### src/rtl/dma_bus_arbiter.sv
// Cycle-stealing arbiter: halts the 6502 on a read cycle, lends the bus to one DMA requester for a bounded burst.
// Define DMA_ARB_RR_EN for round-robin arbitration; default is fixed priority with index 0 highest.
module dma_bus_arbiter #(
   parameter int NREQ      = 3,
   parameter int MAX_BURST = 8
) (
   input  logic            fclk,
   input  logic            rstAll,
   input  logic            phi2,
   input  logic            nRW,
   input  logic [NREQ-1:0] dmaReq,
   input  logic [NREQ-1:0] dmaDone,
   output logic            HALT,
   output logic [NREQ-1:0] dmaGrant,
   output logic            busOwner
);
   typedef enum logic [1:0] {IDLE, HALT_WAIT, GRANT, RELEASE} state_t;

   localparam logic [3:0] BURST_MAX = 4'(MAX_BURST);

   state_t          state, stateNext;
   logic [3:0]      burst, burstNext, burstInc;
   logic            p2q, cycEnd;
   logic            haltNext, ownerNext;
   logic            winDone, winLost, expiry;
   logic [NREQ-1:0] grantNext, others;
   int              arbStart;

   // One-hot winner: first set bit found searching upward from start, wrapping modulo NREQ.
   function automatic logic [NREQ-1:0] pickWinner(input logic [NREQ-1:0] req, input int start);
      logic [NREQ-1:0] oh;
      oh = '0;
      for (int i = NREQ - 1; i >= 0; i--) begin
         for (int j = 0; j < NREQ; j++) begin
            if (req[j] && (j == ((start + i) % NREQ))) begin
               oh    = '0;
               oh[j] = 1'b1;
            end
         end
      end
      return oh;
   endfunction

   assign cycEnd = p2q & ~phi2;

`ifdef DMA_ARB_RR_EN
   localparam int PW = (NREQ > 1) ? $clog2(NREQ) : 1;

   logic [PW-1:0] rrPtr, rrPtrNext;

   function automatic logic [PW-1:0] ptrAfter(input logic [NREQ-1:0] oh);
      logic [PW-1:0] p;
      p = '0;
      for (int i = 0; i < NREQ; i++) begin
         if (oh[i]) p = PW'((i + 1) % NREQ);
      end
      return p;
   endfunction

   assign arbStart = int'(rrPtr);

   // A fresh grant always differs from the current one, so this catches every grant event.
   always_comb begin
      rrPtrNext = rrPtr;
      if ((grantNext != '0) && (grantNext != dmaGrant)) rrPtrNext = ptrAfter(grantNext);
   end

   always_ff @(posedge fclk) begin
      if (rstAll) rrPtr <= '0;
      else        rrPtr <= rrPtrNext;
   end
`else
   assign arbStart = 0;
`endif

   always_comb begin
      stateNext = state;
      burstNext = burst;
      grantNext = dmaGrant;
      haltNext  = HALT;
      ownerNext = busOwner;
      burstInc  = (burst >= BURST_MAX) ? BURST_MAX : burst + 4'd1;
      winDone   = |(dmaDone & dmaGrant);
      winLost   = ~|(dmaReq & dmaGrant);
      expiry    = cycEnd && (burstInc >= BURST_MAX);
      others    = dmaReq & ~dmaGrant;
      case (state)
         IDLE: begin
            if (|dmaReq) begin
               stateNext = HALT_WAIT;
               haltNext  = 1'b1;
            end
         end
         HALT_WAIT: begin
            // Only a read cycle end proves the core is stalled; write cycles run through HALT.
            if (~|dmaReq) begin
               stateNext = IDLE;
               haltNext  = 1'b0;
            end else if (cycEnd && nRW) begin
               stateNext = GRANT;
               grantNext = pickWinner(dmaReq, arbStart);
               ownerNext = 1'b1;
               burstNext = '0;
            end
         end
         GRANT: begin
            if (cycEnd) burstNext = burstInc;
            if (expiry || ((winDone || winLost) && (others == '0))) begin
               stateNext = RELEASE;
               grantNext = '0;
               haltNext  = 1'b0;
               ownerNext = 1'b0;
               burstNext = '0;
            end else if (winDone || winLost) begin
               grantNext = pickWinner(others, arbStart);
               burstNext = '0;
            end
         end
         RELEASE: begin
            if (cycEnd) begin
               stateNext = (|dmaReq) ? HALT_WAIT : IDLE;
               haltNext  = |dmaReq;
            end
         end
         default: stateNext = IDLE;
      endcase
   end

   always_ff @(posedge fclk) begin
      if (rstAll) begin
         state    <= IDLE;
         burst    <= '0;
         p2q      <= 1'b0;
         HALT     <= 1'b0;
         dmaGrant <= '0;
         busOwner <= 1'b0;
      end else begin
         state    <= stateNext;
         burst    <= burstNext;
         p2q      <= phi2;
         HALT     <= haltNext;
         dmaGrant <= grantNext;
         busOwner <= ownerNext;
      end
   end
endmodule
### config.mk
export PLATFORM = sky130hd
export DESIGN_NAME = dma_bus_arbiter
export DESIGN_NICKNAME = d
export VERILOG_FILES = /design/src/rtl/dma_bus_arbiter.sv
export SDC_FILE = /design/constraint.sdc
export NUM_CORES = 1
export LEC_CHECK = 0
export CAP_MARGIN = 10
export CORE_MARGIN = 10
export CORE_UTILIZATION = 50
export DETAILED_ROUTE_END_ITERATION = 10
export GPL_TIMING_DRIVEN = 0
export PLACE_DENSITY = 0.77
export SYNTH_ARGS = -nofsm -noshare
export SYNTH_HDL_FRONTEND = slang
export SYNTH_SLANG_ARGS = --single-unit
### constraint.sdc
create_clock -name fclk -period 2.2 [get_ports fclk]
set_input_delay 0.22 -clock fclk [delete_from_list [all_inputs] [get_ports fclk]]
set_output_delay 0.22 -clock fclk [all_outputs]
set_load 0.01 [all_outputs]
==> flow_summary.yaml <==
yosys:
  ys_seq_area_share_pct: 29.0
  yosysMostFrequentCell: "dfxtp_1"
  synth_area_per_cell_sq_um: 8.28
  ys_types: 35
  synth_xor_area_share_pct: 0
  synth_edf_count: 0
  synthTopCellsByCount: "dfxtp_1 (12), inv_1 (10), a21oi_1 (9)"
  netlist_area_sq_um: 828
  synth_compound_area_share_pct: 32.5
  postSynthCellCount: 100
  synthFlopType: "dfxtp_1"
  synthArstFlopShare_pct: 0
  synth-simple-area-share_pct: 21.1
  syn-num-nets: 117
  synth_area_leaders: "dfxtp_1 (29%), ha_1 (11%), a21oi_1 (5.4%), inv_1 (4.5%), a221oi_2 (3.6%)"
  synth_top_area_share_pct: 29.0
  synth_top_family_by_area: "compound AO/OA/AOI/OAI gates"
  synthMuxAreaShare_pct: 1.36
  synthAdderAreaFrac_pct: 10.6
  yosysTopAreaCell: "dfxtp_1"
  ys_ff_latch: 12
  yosysWarnings: 0
critical_path:
  r2r_slack_ns: 0.15
  critPathMaxFanout: 6
  cp-endpoint: "dmaGrant[1]$_SDFFE_PP0P_"
  path_class: "reg2reg"
  r2r_cells: 7
  start_kind: "flop"
  end_kind: "flop"
  arrival_ns: 2.26
  crit_required_ns: 2.41
  timing.rr.end: "dmaGrant[1]$_SDFFE_PP0P_"
pwr:
  power.leakage_nw: 0.368
  irDropWorstVdd_uv: 415
  pwr_density_cell_nw_per_um2: 556
  power_mw: 0.570
grt:
  gr-total-overflow: 0
  grt_max_degree: 11
  grt_antenna_before_repair: 0
  grt_pass1_wl_um: 3530
  track_usage_pct: 12.4
  grt_pass1_vias: 797
floorplanning:
  die_height_um: 60.7
  ioPinCount: 15
  placeableCoreArea_sq_um: 1540
  start_util_pct: 53.7
  num_rows: 14
  die_w_um: 60.7
  dieArea_sq_um: 3680
finish:
  num_antenna_cells: 0
  n_fill_cell: 137
  fin_nets: 135
  drive_above_1_share_pct: 9.40
  area_growth_syn_to_layout_pct: 23.9
route:
  totalWireLength_um: 2210
  routedWlPerCell_um: 16.6
  vias_per_cell: 6.44
  ant_nets: 0
  first_pass_iters: 4
  vias: 856
  drtIter0Drc: 35
  post-route-drc-count: 0
clock_network:
  cts.sinks: 12
  ctsResizeCount: 0
  insertion_delay_ns: 0.28
  clockRootBuffer: "clkbuf_4"
  cts_made_buffers: 3
  cts_tree: "done"
  cts_hold_buffers: 0
  cts_max_level: 1
  clk_pin_slew_ns: 0.08
  cts_setup_buffers: 0
  clock_path_buffers: 2
sta:
  setup_viol: 0
  period_needed_ns: 2.05
  max_clock_freq_mhz: 488
  slew_viol_final: 0
  worst_slack_ns: 0.152
  rsz0062_at_grt: "no"
  timing.final.hold_violations: 0
  max_slew_margin_pct: 64.9
  min_period_over_period_pct: 93.1
  max_slew.worst_pin.slew_ns: 0.522
  finClkSkew_ns: 0.00641
status:
  outcome: "finished clean"
placed_design:
  pre_cts_slack_ns: -0.0564
  place_congestion: 0.839
  portBuffers: 14
  dpl.hpwl_um: 1570
flow_run:
  drv_cap: 0
hold_path:
  min_path_type: "reg2reg"
==> flip-flops by register name (all words and copies together), names as in the netlist, named ones only <==
| signal | count |
|---|---|
| HALT | 1 |
| burst | 4 |
| busOwner | 1 |
| dmaGrant | 3 |
| p2q | 1 |
| state | 1 |
==> worst max-delay path: stages, from the launching register on <==
cell and delay, ns:
dfxtp_1 0.35, inv_1 0.16, ha_2 0.25, o31ai_1 0.14
o2bb2ai_1 0.22, o21ai_1 0.21, or4b_1 0.51, a21oi_1 0.12
==> power breakdown <==
part	switching (mW)	internal (mW)	total, mW	leakage, nW
clock network	0.0792	0.101	0.180	0.0210
registers	0.00828	0.229	0.237	0.0976
logic	0.0829	0.0697	0.153	0.249
total	0.170	0.400	0.570	0.368
==> area by class of cell <==
cell class	count	area (sq um)	share of cell area (%)
Buffer	1	3.75	0.366
Sequential cell	12	240	23.4
Clock buffer	4	36.3	3.54
Multi-Input combinational cell	76	548	53.4
Timing Repair Buffer	14	140	13.7
Inverter	10	37.5	3.66
Tap cell	16	20.0	1.95
==> per-stage QoR <==
stage / hold slack [ns] / std cells / utilization (%) / cell area (sq um) / setup TNS (ns)
6_report: 0.473 / 133 / 66.6 / 1030 / 0
5_1_grt: 0.500 / 133 / 66.6 / 1030 / 0
4_1_cts: 0.478 / 134 / 66.5 / 1020 / 0
3_5_place_dp: 0.467 / 130 / 64.1 / 988 / -0.0564
3_3_place_gp: 0.454 / 130 / 64.1 / 988 / -0.0557
2_1_floorplan: 0.348 / 100 / - / 828 / 0
==> logic make-up (layout without fill, tap and decap cells) <==
family / after synthesis / in the layout
AOI/OAI and AO/OA: 37 / 37
adders and majority gates: 7 / 7
buffers and inverters: 12 / 29
DFF: 12 / 12
muxes: 1 / 1
and+or+nand+nor: 31 / 31
==> cell usage in the layout (no fill, tap or decap), types with 5 or more instances in the layout <==
cell type / n
a21oi_1: 9
clkdlybuf4s50_1: 14
dfxtp_1: 12
ha_1: 5
inv_1: 10
nand2_1: 6
nor2_1: 5
nor3_1: 5
o21ai_0: 5
==> layer usage <==
layer  vias up  global-route usage, %  routed length [um]
met3         9                   2.92                 125
met2        32                   21.0                1140
met5         -                      0                   0
met1       402                   14.2                 881
met4         0                   6.27                  61
li1        413                      -                   -
==> how the worst min path moves through the flow <==
stage / from / end / slack (ns) / depth (start not counted)
after global placement: HALT$_SDFFE_PP0P_ / HALT$_SDFFE_PP0P_ / 0.45 / 2
final: HALT$_SDFFE_PP0P_ / HALT$_SDFFE_PP0P_ / 0.47 / 2
after CTS: HALT$_SDFFE_PP0P_ / HALT$_SDFFE_PP0P_ / 0.48 / 2
after global routing: HALT$_SDFFE_PP0P_ / HALT$_SDFFE_PP0P_ / 0.50 / 2
after floorplan: phi2 / p2q$_SDFF_PP0_ / 0.35 / 1
after detailed placement: HALT$_SDFFE_PP0P_ / HALT$_SDFFE_PP0P_ / 0.47 / 2
Note: power is estimated with default switching activity, not from simulation.
